$ cat config.mk
export PLATFORM = sky130hd
export DESIGN_NAME = regfile_wb_arbiter_flat
export DESIGN_NICKNAME = d
export VERILOG_FILES = /design/src/rtl/regfile_wb_arbiter_pkg.sv /design/src/rtl/regfile_wb_arbiter_if.sv /design/src/rtl/regfile_wb_arbiter_rr_arb2.sv /design/src/rtl/regfile_wb_arbiter.sv /design/src/flat_wrapper.sv
export SDC_FILE = /design/constraint.sdc
export NUM_CORES = 1
export LEC_CHECK = 0
export ABC_AREA = 1
export CAP_MARGIN = 10
export CORE_MARGIN = 8
export CORE_UTILIZATION = 40
export DETAILED_ROUTE_END_ITERATION = 6
export GPL_ROUTABILITY_DRIVEN = 0
export PLACE_DENSITY_LB_ADDON = 0.05
export SKIP_CTS_REPAIR_TIMING = 1
export SLEW_MARGIN = 20
export SYNTH_ARGS = -nofsm -noshare
export SYNTH_HDL_FRONTEND = slang
export SYNTH_SLANG_ARGS = --single-unit
$ cat constraint.sdc
create_clock -name clk -period 1.4 [get_ports clk]
set_input_delay 0.28 -clock clk [delete_from_list [all_inputs] [get_ports clk]]
set_output_delay 0.28 -clock clk [all_outputs]
set_load 0.005 [all_outputs]
$ cat src/rtl/regfile_wb_arbiter_pkg.sv
// +--------------------------------------------------------------------------+
// | Module  : regfile_wb_arbiter_pkg                                         |
// | Brief   : Shared widths and types for the register-bank writeback path.  |
// | Revision: 1.0 - initial release                                          |
// +--------------------------------------------------------------------------+
`default_nettype none

package regfile_wb_arbiter_pkg;

  localparam int DATA_W = 16;
  localparam int ADDR_W = 3;
  localparam int NREG   = 1 << ADDR_W;
  localparam int CNT_W  = 16;

  typedef enum logic {
    SRC_ALU = 1'b0,
    SRC_MEM = 1'b1
  } src_t;

  typedef struct packed {
    logic              valid;
    logic [ADDR_W-1:0] addr;
    logic [DATA_W-1:0] data;
  } wb_req_t;

endpackage

`default_nettype wire

$ cat src/rtl/regfile_wb_arbiter_if.sv
// +--------------------------------------------------------------------------+
// | Module  : regfile_wb_arbiter_if                                          |
// | Brief   : Writeback request handshakes and bank write-port bundle.       |
// | Revision: 1.0 - initial release                                          |
// +--------------------------------------------------------------------------+
`default_nettype none

interface regfile_wb_arbiter_if;
  import regfile_wb_arbiter_pkg::*;

  logic              a_valid;
  logic              a_ready;
  logic [ADDR_W-1:0] a_addr;
  logic [DATA_W-1:0] a_data;
  logic              m_valid;
  logic              m_ready;
  logic [ADDR_W-1:0] m_addr;
  logic [DATA_W-1:0] m_data;
  logic              hold;
  logic              regw_en;
  logic [ADDR_W-1:0] inrw;
  logic [DATA_W-1:0] regw_data;
  logic [NREG-1:0]   pend_mask;
  logic [CNT_W-1:0]  conflict_cnt;

  modport master (
    output a_valid, a_addr, a_data, m_valid, m_addr, m_data, hold,
    input  a_ready, m_ready, regw_en, inrw, regw_data, pend_mask, conflict_cnt
  );

  modport slave (
    input  a_valid, a_addr, a_data, m_valid, m_addr, m_data, hold,
    output a_ready, m_ready, regw_en, inrw, regw_data, pend_mask, conflict_cnt
  );

endinterface

`default_nettype wire

$ cat src/rtl/regfile_wb_arbiter_rr_arb2.sv
// +--------------------------------------------------------------------------+
// | Module  : rr_arb2                                                        |
// | Brief   : Two-way round-robin arbiter; pointer moves on contention only. |
// | Revision: 1.0 - initial release                                          |
// +--------------------------------------------------------------------------+
`default_nettype none

module rr_arb2
  import regfile_wb_arbiter_pkg::*;
(
  input  wire logic       clk,
  input  wire logic       rst_n,
  input  wire logic [1:0] req,
  input  wire logic       stall,
  output logic      [1:0] gnt
);

  src_t       r_rr_ptr;
  logic [1:0] w_gnt;
  logic       w_contended;

  assign w_contended = &req;

  always_comb begin
    w_gnt = 2'b00;
    if (!stall) begin
      if (w_contended) begin
        w_gnt = (r_rr_ptr == SRC_ALU) ? 2'b01 : 2'b10;
      end else begin
        w_gnt = req;
      end
    end
  end

  assign gnt = w_gnt;

  // The pointer swings to the loser so it wins the next tie.
  always_ff @(posedge clk or negedge rst_n) begin
    if (!rst_n) begin
      r_rr_ptr <= SRC_ALU;
    end else if (!stall && w_contended) begin
      r_rr_ptr <= w_gnt[0] ? SRC_MEM : SRC_ALU;
    end
  end

endmodule

`default_nettype wire

$ cat src/rtl/regfile_wb_arbiter.sv
// +--------------------------------------------------------------------------+
// | Module  : regfile_wb_arbiter                                             |
// | Brief   : Arbitrates ALU/load writebacks into a 1-entry bank write stage.|
// | Revision: 1.0 - initial release                                          |
// +--------------------------------------------------------------------------+
`default_nettype none

module regfile_wb_arbiter
  import regfile_wb_arbiter_pkg::*;
(
  input  wire logic         clk,
  input  wire logic         rst_n,
  regfile_wb_arbiter_if.slave bus
);

  wb_req_t          w_a_req;
  wb_req_t          w_m_req;
  wb_req_t          w_win;
  wb_req_t          r_stage;
  logic             w_stage_free;
  logic             w_stall;
  logic [1:0]       w_req;
  logic [1:0]       w_gnt;
  logic [NREG-1:0]  w_pend_mask;
  logic [CNT_W-1:0] r_conflict_cnt;

  assign w_a_req = '{valid: bus.a_valid, addr: bus.a_addr, data: bus.a_data};
  assign w_m_req = '{valid: bus.m_valid, addr: bus.m_addr, data: bus.m_data};

  assign w_stage_free = !r_stage.valid || !bus.hold;
  assign w_stall      = !w_stage_free;
  assign w_req        = {bus.m_valid, bus.a_valid};

  rr_arb2 u_arb (
    .clk   (clk),
    .rst_n (rst_n),
    .req   (w_req),
    .stall (w_stall),
    .gnt   (w_gnt)
  );

  assign bus.a_ready = w_gnt[0];
  assign bus.m_ready = w_gnt[1];

  // A grant implies the winner's valid is set, so the whole request is captured.
  assign w_win = w_gnt[1] ? w_m_req : w_a_req;

  always_ff @(posedge clk or negedge rst_n) begin
    if (!rst_n) begin
      r_stage <= '0;
    end else if (|w_gnt) begin
      r_stage <= w_win;
    end else if (w_stage_free) begin
      r_stage.valid <= 1'b0;
    end
  end

  assign bus.regw_en   = r_stage.valid && !bus.hold;
  assign bus.inrw      = r_stage.addr;
  assign bus.regw_data = r_stage.data;

  for (genvar i = 0; i < NREG; i++) begin : g_pend_mask
    assign w_pend_mask[i] = r_stage.valid && (r_stage.addr == ADDR_W'(i));
  end

  assign bus.pend_mask = w_pend_mask;

  always_ff @(posedge clk or negedge rst_n) begin
    if (!rst_n) begin
      r_conflict_cnt <= '0;
    end else if (bus.a_valid && bus.m_valid && !(&r_conflict_cnt)) begin
      r_conflict_cnt <= r_conflict_cnt + 1'b1;
    end
  end

  assign bus.conflict_cnt = r_conflict_cnt;

endmodule

`default_nettype wire

$ cat src/flat_wrapper.sv
// flat-port wrapper written by rule: the top's interface ports become plain ports
module regfile_wb_arbiter_flat import regfile_wb_arbiter_pkg::*;
  (clk, rst_n, bus_a_valid, bus_a_addr, bus_a_data, bus_m_valid, bus_m_addr, bus_m_data, bus_hold, bus_a_ready, bus_m_ready, bus_regw_en, bus_inrw, bus_regw_data, bus_pend_mask, bus_conflict_cnt);
  regfile_wb_arbiter_if bus_i ();
  input  wire logic clk;
  input  wire logic rst_n;
  input wire logic [$bits(bus_i.a_valid)-1:0] bus_a_valid;
  input wire logic [$bits(bus_i.a_addr)-1:0] bus_a_addr;
  input wire logic [$bits(bus_i.a_data)-1:0] bus_a_data;
  input wire logic [$bits(bus_i.m_valid)-1:0] bus_m_valid;
  input wire logic [$bits(bus_i.m_addr)-1:0] bus_m_addr;
  input wire logic [$bits(bus_i.m_data)-1:0] bus_m_data;
  input wire logic [$bits(bus_i.hold)-1:0] bus_hold;
  output wire logic [$bits(bus_i.a_ready)-1:0] bus_a_ready;
  output wire logic [$bits(bus_i.m_ready)-1:0] bus_m_ready;
  output wire logic [$bits(bus_i.regw_en)-1:0] bus_regw_en;
  output wire logic [$bits(bus_i.inrw)-1:0] bus_inrw;
  output wire logic [$bits(bus_i.regw_data)-1:0] bus_regw_data;
  output wire logic [$bits(bus_i.pend_mask)-1:0] bus_pend_mask;
  output wire logic [$bits(bus_i.conflict_cnt)-1:0] bus_conflict_cnt;
  assign bus_i.a_valid = bus_a_valid;
  assign bus_i.a_addr = bus_a_addr;
  assign bus_i.a_data = bus_a_data;
  assign bus_i.m_valid = bus_m_valid;
  assign bus_i.m_addr = bus_m_addr;
  assign bus_i.m_data = bus_m_data;
  assign bus_i.hold = bus_hold;
  assign bus_a_ready = bus_i.a_ready;
  assign bus_m_ready = bus_i.m_ready;
  assign bus_regw_en = bus_i.regw_en;
  assign bus_inrw = bus_i.inrw;
  assign bus_regw_data = bus_i.regw_data;
  assign bus_pend_mask = bus_i.pend_mask;
  assign bus_conflict_cnt = bus_i.conflict_cnt;
  regfile_wb_arbiter u_core (.clk(clk), .rst_n(rst_n), .bus(bus_i));
endmodule
---- After elaboration in Yosys (flattened, before gate mapping) ----
Index checks and enable logic that the tools add are counted.
cells by class
  add/subtract/negate cells ............... 1
  $mul .................................... 0
  div/mod/pow operators ................... 0
  order comparisons ....................... 0
  equal/unequal tests ..................... 7
  shift operators ......................... 0
  multiplexer cells ....................... 7
  bitwise logic cells ..................... 0
  reductions and logical operators ........ 21
operator list
  cell                   number
  $mux 20                1
  $add 16x1->16 const B  1
  $reduce_and 16->1      1
  $eq 3x3->1 const B     4
  $logic_and 1x1->1      12
  $eq 3x2->1 const B     2
  $mux 2                 3
  $eq 3x1->1 const B     1
  $logic_not 1->1        3
  $logic_not 3->1        1
  $mux 1                 3
  $reduce_and 2->1       1
  $reduce_bool 2->1      1
  $reduce_or 2->1        1
  $logic_or 1x1->1       1
storage, ports and cells
  register bits after elaboration ......... 37
  latch bits .............................. 0
  memory bits (writable) .................. 0
  memory bits (read-only) ................. 0
  bits of input ports ..................... 43
  output and inout port bits .............. 46
  logic and storage cells ................. 41
  memories ................................ 0

---- Logic depth before layout (Yosys ltp) ----
Gate-level depths: netlist of the first run.
  word-level depth ........................ 5
  mapped depth ............................ 9
  gate-level depth less buffers ........... 9

---- Modules after synthesis ----
Synthesis of the first run repeated with hierarchy kept, for this count alone.
unflattened totals
  cell total of the unflattened synthesis .. 307
  area, all modules ....................... 2207.1 µm²
by module, submodules not included
  module              times used  cells an instance  area an instance (µm²)  seq. area each (µm²)
  regfile_wb_arbiter  1           294                2133.3                  900.9
  rr_arb2             1           13                 73.8                    25.0

---- Least setup slack after synthesis of the first run ----
OpenSTA, ideal clock, no wires.
  path type ............................... flip-flop to flip-flop
  start ................................... reg u_core.r_conflict_cnt[0], in the netlist u_core.bus.conflict_cnt[0]
  end ..................................... reg u_core.r_conflict_cnt[13], in the netlist u_core.bus.conflict_cnt[13]
  library setup time ...................... 117 ps
  arrival ................................. 1270 ps
  slack ................................... 13 ps
  stages on the path, launching flop included .. 10
  cell sequence ........................... dfrtp_1 -> ha_1 -> nand2_1 -> nor2_1 -> nand3_1 -> nand2_1 -> nand2_1 -> buf_4 -> nand2_1 -> nand2_1
on the way
  cells in the longest elaborated chain, start to end .. 3
ends and longest elaborated chain
  element                                                                RTL line                  source
  start, declared                                                        regfile_wb_arbiter.sv:25  logic [CNT_W-1:0] r_conflict_cnt;
  start signal, assigned                                                 regfile_wb_arbiter.sv:72  r_conflict_cnt <= r_conflict_cnt + 1'b1;
  parallel branches: the longest is 3 deep, another holds $add 16x1->16  --
Parallel ways; which one is timed is not known.
A chain may end at the register's enable or synchronous reset.

---- Worst setup path after layout of the first run ----
  start ................................... reg u_core.r_stage[19] (netlist name)
  end ..................................... out bus_a_ready
on the way
  cells in the longest elaborated chain, start to end .. 3
ends and longest elaborated chain
  element                 RTL line                          source
  start, declared         regfile_wb_arbiter.sv:19          wb_req_t r_stage;
  start signal, assigned  regfile_wb_arbiter.sv:52          r_stage <= w_win;
  $logic_not 1->1         regfile_wb_arbiter.sv:30          assign w_stage_free = !r_stage.valid || !bus.hold;
  $logic_or 1x1->1        regfile_wb_arbiter.sv:30
  $mux 2                  regfile_wb_arbiter_rr_arb2.sv:26  if (!stall) begin
  end, declared           flat_wrapper.sv:14                output wire logic [$bits(bus_i.a_ready)-1:0] bus_a_ready;
No other way between the ends.

==> results.yml, run 1 <==
status:
  outcome: "finished, violations left"
  violations: "negative setup slack"
grt:
  grt_max_degree: 38
  antenna_found_initial: 1
  groute.usage.overall_pct: 14.7
  grt_pass1_vias: 2132
  grt_pass1_wl_mm: 10.2
  grt_overflow_total: 0
drt:
  dr.pass1.iters: 5
  drt_iter0_drc: 88
  via_per_inst: 4.64
  dr_total_vias: 2467
  detail-route-antenna-nets: 0
  routedWlPerCell_um: 13.9
  wl_mm: 7.41
  drc: 0
synthesis:
  ys_ff_latch: 37
  synth.yosys.warnings: 0
  ys_seq_area_share_pct: 40.2
  synth.avg_cell_area_um2: 6.92
  netlist_instances: 333
  synthFlopType: "dfrtp_1"
  synth_edf_count: 0
  synth_cell_types: 20
  async_flop_share_pct: 100
  syn_nets: 377
  mappedNetlistArea_um2: 2300
floorplan:
  placementRows: 27
  initial_utilization_pct: 41.6
  dieWidth_um: 91.9
  ios: 89
  core_area_um2: 5540
  dieArea_um2: 8440
  die_y_um: 91.9
sta:
  rsz0062_at_grt: "true"
  worst_pin_slew_ns: 0.274
  max_slew_margin_pct: 81.7
  clock_skew_ns: 0.00539
  fin_crit_ns: 1.50
  setup_violations: 30
  layout_setup_ws_ns: -0.0996
  period_share_pct: 107
  report.final.slew_viol_count: 0
  hold_viol: 0
  max_freq_mhz: 667
setup_path:
  critPathArrivalTime_ns: 1.22
  r2r_setup_slack_ns: -0.04
  critPathMaxStageDelay_ns: 0.38
  r2r-end: "u_core.bus.regw_data[3]$_DFFE_PN0P_"
  crit_slowest_cell: "dfrtp_1"
  r2r-start: "u_core.r_stage[19]$_DFFE_PN0P_"
  reg2reg_depth: 10
  crit_required_ns: 1.12
  path_max_fanout: 3
  crit_path_end_kind: "output pin"
  path_cells: "buf_4 > nand2_4 > nand2_2 > a21oi_4 > buf_2"
  worstSetupPathType: "reg -> out"
  worstSetupStartpointType: "flop"
cts:
  htreeDepth: 2
  cts.sinks: 37
  clock-root-buffer: "clkbuf_8"
  cts_tree: "yes"
  clk_path_buf_depth: 2
  clk_pin_slew_ns: 0.07
  cts_buffers: 5
  clk_latency_ns: 0.29
pwr:
  leakagePower_nw: 2.52
  p_total_mw: 5.51
  peakVddDrop_v: 0.000944
  power.density_nw_per_um2: 1350
finish:
  syn2layout_area_growth_pct: 76.8
  finalNonFillerCells: 532
  layout-drive-gt1-share_pct: 34.4
  layout.nets: 503
  layout_commonest_cell: "nand2_1"
  final_cell_mix: "nand2_1 (129), buf_4 (42), dlymetal6s2s_1 (39)"
run:
  cap_violations: 0
worst_hold_path:
  holdPathStages: 4
  hold_start: "bus_hold"
  hold_path.class: "in -> reg"
  holdPathEnd: "u_core.r_stage[19]$_DFFE_PN0P_"
placed_design:
  dp_hpwl_mm: 4.59
  pre_cts_slack_ns: -0.476
  place_inst: 493
  portBuffers: 88
metal layers:
metal | vias up | GRT usage (%) | share of wire (%)
met5 | - | 0 | 0
met4 | 0 | 4.03 | 0.88
met3 | 6 | 5.79 | 7.0
met2 | 69 | 22.3 | 47
met1 | 1140 | 18.9 | 46
li1 | 1252 | - | -
through the flow:
stage                     area, um2  setup TNS [ns]  utilization [%]  hold slack (ns)
after floorplan                2300               0                -          -0.0156
after global placement         3290          -12.29             59.4            0.261
after detailed placement       3290          -13.02             59.4            0.263
after CTS                      3380           -9.68             61.0          -0.0566
after global routing           4070           -3.61             73.5            0.451
final                          4070          -0.784             73.5            0.441
where the power goes:
group	switching [mW]	leakage (nW)	internal, mW
Clock	0.388	0.0443	0.391
Combinational	1.43	2.01	1.64
Sequential	0.240	0.464	1.42
logic make-up after synthesis:
logic type                 after synthesis  synth area share (%)
buffers and inverters                   51                  13.4
xor gates and xnor gates                 9                  3.42
DFF                                     37                  40.2
AOI/OAI and AO/OA                       14                  4.18
and+or+nand+nor                        221                  38.3
adders and majority gates                1                 0.543
synthesized netlist by cell type (4+ instances only):
| library cell | number | area share [%] |
|---|---|---|
| buf_4 | 24 | 7.8 |
| dfrtp_1 | 37 | 40 |
| inv_1 | 18 | 2.9 |
| nand2_1 | 174 | 28 |
| nand3_1 | 15 | 3.3 |
| nor2_1 | 26 | 4.2 |
| o21ai_0 | 4 | 0.87 |
| o21ai_1 | 5 | 1.1 |
| o21ai_2 | 4 | 1.5 |
| xor2_1 | 9 | 3.4 |
critical path: cells and delay by family (launching register included):
kind | cells | cell delay [ns]
flip-flops | 1 | 0.38
AO/OA/AOI/OAI | 1 | 0.12
buffers and inverters | 2 | 0.28
AND/OR/NAND/NOR | 2 | 0.14
registers in the layout, indices dropped and copies added, names as in the netlist:
register,cells
u_core.bus.conflict_cnt,16
u_core.u_arb.r_rr_ptr,1
u_core.bus.regw_data,16
u_core.bus.inrw,3
u_core.r_stage,1
worst max path at each step:
stage | start | end | cells after the start
floorplan | u_core.bus.conflict_cnt[0]$_DFFE_PN0P_ | u_core.bus.conflict_cnt[13]$_DFFE_PN0P_ | 9
global placement | bus_hold | bus_a_ready | 5
detailed placement | bus_hold | bus_a_ready | 5
CTS | bus_hold | bus_a_ready | 5
global route | u_core.r_stage[19]$_DFFE_PN0P_ | bus_a_ready | 5
finish | u_core.r_stage[19]$_DFFE_PN0P_ | bus_a_ready | 5
area by class of cell:
cell class              instances  area, um2
fillers                       456       1470
flip-flops and latches         37        932
repair inverters                2       22.5
multi-input cells             245       1340
inverters                      21       96.3
diodes                          1       2.50
well taps                      72       90.1
repair buffers                147       1510
clock buffers                   7       86.3
No activity file was read; power rests on OpenSTA's default activity.
==> run 2, diff against run 1 <==
--- a/config.mk
+++ b/config.mk
@@ -7,7 +7,7 @@
 export LEC_CHECK = 0
 export ABC_AREA = 1
 export CAP_MARGIN = 10
-export CORE_MARGIN = 8
+export CORE_MARGIN = 2
 export CORE_UTILIZATION = 40
 export DETAILED_ROUTE_END_ITERATION = 6
 export GPL_ROUTABILITY_DRIVEN = 0
==> run 2 against run 1 <==
Effect of this change: the flow still finishes with violations (negative setup slack); total power grew 0.32%; combinational power decreased by 5%; flip-flop and latch count unchanged; setup slack improved by 0.027 ns; critical path depth unchanged; wire length shrank 16%; utilization decreased by 3.0 points; sequential share of layout area is 1.0 points higher; fmax up 1.8%; critical endpoint is now bus_pend_mask[6]; largest power group unchanged; highest routed layer unchanged.
==> results.yml, run 2 (synthesized netlist as in run 1, its figures left out) <==
finish:
  antenna_cells: 0
  final_cell_area_um2: 3910
  layout_commonest_cell: "nand2_1"
  final_cell_mix: "nand2_1 (146), buf_4 (44), dlymetal6s2s_1 (39)"
  layout.nets: 498
  fill_cells: 470
  final-seq-area_um2: 935
  layout-drive-gt1-share_pct: 30.1
  multi_input_area_um2: 1250
  syn2layout_area_growth_pct: 69.6
sta:
  rsz0062_at_grt: "true"
  max_freq_mhz: 679
  layout_setup_ws_ns: -0.0724
  period_share_pct: 105
  hold_viol: 0
  setup_violations: 8
  fin_crit_ns: 1.47
  worst_pin_slew_ns: 0.277
  max_slew_margin_pct: 81.5
  clock_skew_ns: 0.00364
  report.final.slew_viol_count: 0
setup_path:
  reg2reg_depth: 9
  critPathArrivalTime_ns: 1.19
  cp-startpoint: "u_core.bus.inrw[0]$_DFFE_PN0P_"
  r2r-end: "u_core.bus.conflict_cnt[4]$_DFFE_PN0P_"
  crit_path_end_kind: "output pin"
  r2r_setup_slack_ns: 0.05
  worstSetupPathType: "reg -> out"
  r2r-start: "u_core.bus.conflict_cnt[0]$_DFFE_PN0P_"
  worstSetupEndpoint: "bus_pend_mask[6]"
  crit_required_ns: 1.12
  worstSetupStartpointType: "flop"
  path_max_fanout: 3
cts:
  clk_latency_ns: 0.28
  cts_tree: "yes"
  clk_path_buf_depth: 2
  clk_pin_slew_ns: 0.08
  cts_buffers: 5
  htreeDepth: 2
  cts.sinks: 37
  clock-root-buffer: "clkbuf_8"
drt:
  drc: 0
  via_per_inst: 4.49
  routedWlPerCell_um: 11.9
  detail-route-antenna-nets: 0
  drt_iter0_drc: 96
  wl_mm: 6.26
  dr_total_vias: 2364
  dr.pass1.iters: 4
grt:
  antenna_found_initial: 0
  met3_usage_pct: 4.75
  grtUsageMet2_pct: 29.3
  grt_overflow_total: 0
  grt_max_degree: 38
  grt_use_met1_pct: 26.3
  grt_pass1_vias: 2098
  busiest_layer: "met2"
  groute.usage.overall_pct: 18.8
  grt_pass1_wl_mm: 9.52
floorplan:
  dieWidth_um: 79.9
  initial_utilization_pct: 41.6
  core_area_um2: 5540
  die_y_um: 79.9
  placementRows: 27
  ios: 89
  dieArea_um2: 6380
pwr:
  p_total_mw: 5.53
  power.density_nw_per_um2: 1410
  leakagePower_nw: 2.41
  peakVddDrop_v: 0.000828
placed_design:
  portBuffers: 88
  placed_area_um2: 3270
  dp_hpwl_mm: 4.18
run:
  cap_violations: 0
status:
  outcome: "finished, violations left"
  violations: "negative setup slack"
worst_hold_path:
  hold_path.class: "in -> reg"
## run 2: layout make-up
type / count / share of cell area (%)
inverters: 21 / 2.47
multi-input cells: 245 / 32.1
repair buffers: 144 / 36.1
well taps: 72 / 2.31
clock inverters: 2 / 0.961
clock buffers: 6 / 2.11
flip-flops and latches: 37 / 23.9
## run 2: metrics by stage
| step | worst slack [ns] | TNS, ns | std cells | utilization (%) | hold WS [ns] |
|---|---|---|---|---|---|
| after detailed placement | -0.476 | -14.97 | 492 | 59.0 | 0.262 |
| after global placement | -0.468 | -14.83 | 492 | 59.0 | 0.261 |
| final | -0.0724 | -0.363 | 527 | 70.5 | 0.458 |
| after global routing | -0.128 | -1.44 | 527 | 70.5 | 0.471 |
| after floorplan | 0.0132 | 0 | 333 | - | -0.0156 |
| after CTS | -0.462 | -10.75 | 500 | 61.2 | -0.0485 |
## run 2: critical path: stages (launching register included)
cell and delay, ns:
dfrtp_1 0.41, buf_6 0.15, inv_6 0.07, nand2_4 0.07, nor2_4 0.10, buf_2 0.11
## run 2: routing by layer
| metal | routed length, um | vias to the layer above |
|---|---|---|
| met5 | 0 | - |
| met4 | 24 | 0 |
| met3 | 414 | 2 |
| met2 | 2990 | 68 |
| met1 | 2830 | 1056 |
| li1 | - | 1238 |
## run 2: worst min path at each step
stage          cells after the start      from                                endpoint
3_5_place_dp                       2     rst_n     u_core.bus.regw_data[3]$_DFFE_PN0P_
2_1_floorplan                      0     rst_n  u_core.bus.conflict_cnt[0]$_DFFE_PN0P_
4_1_cts                            2     rst_n     u_core.bus.regw_data[3]$_DFFE_PN0P_
3_3_place_gp                       2     rst_n     u_core.bus.regw_data[3]$_DFFE_PN0P_
5_1_grt                            4  bus_hold          u_core.r_stage[19]$_DFFE_PN0P_
6_report                           4  bus_hold          u_core.r_stage[19]$_DFFE_PN0P_
## run 2: power breakdown
group	switching, mW	internal, mW	leakage [nW]
Sequential	0.220	1.42	0.461
Combinational	1.33	1.59	1.89
Clock	0.390	0.579	0.0574
Total	1.94	3.59	2.41
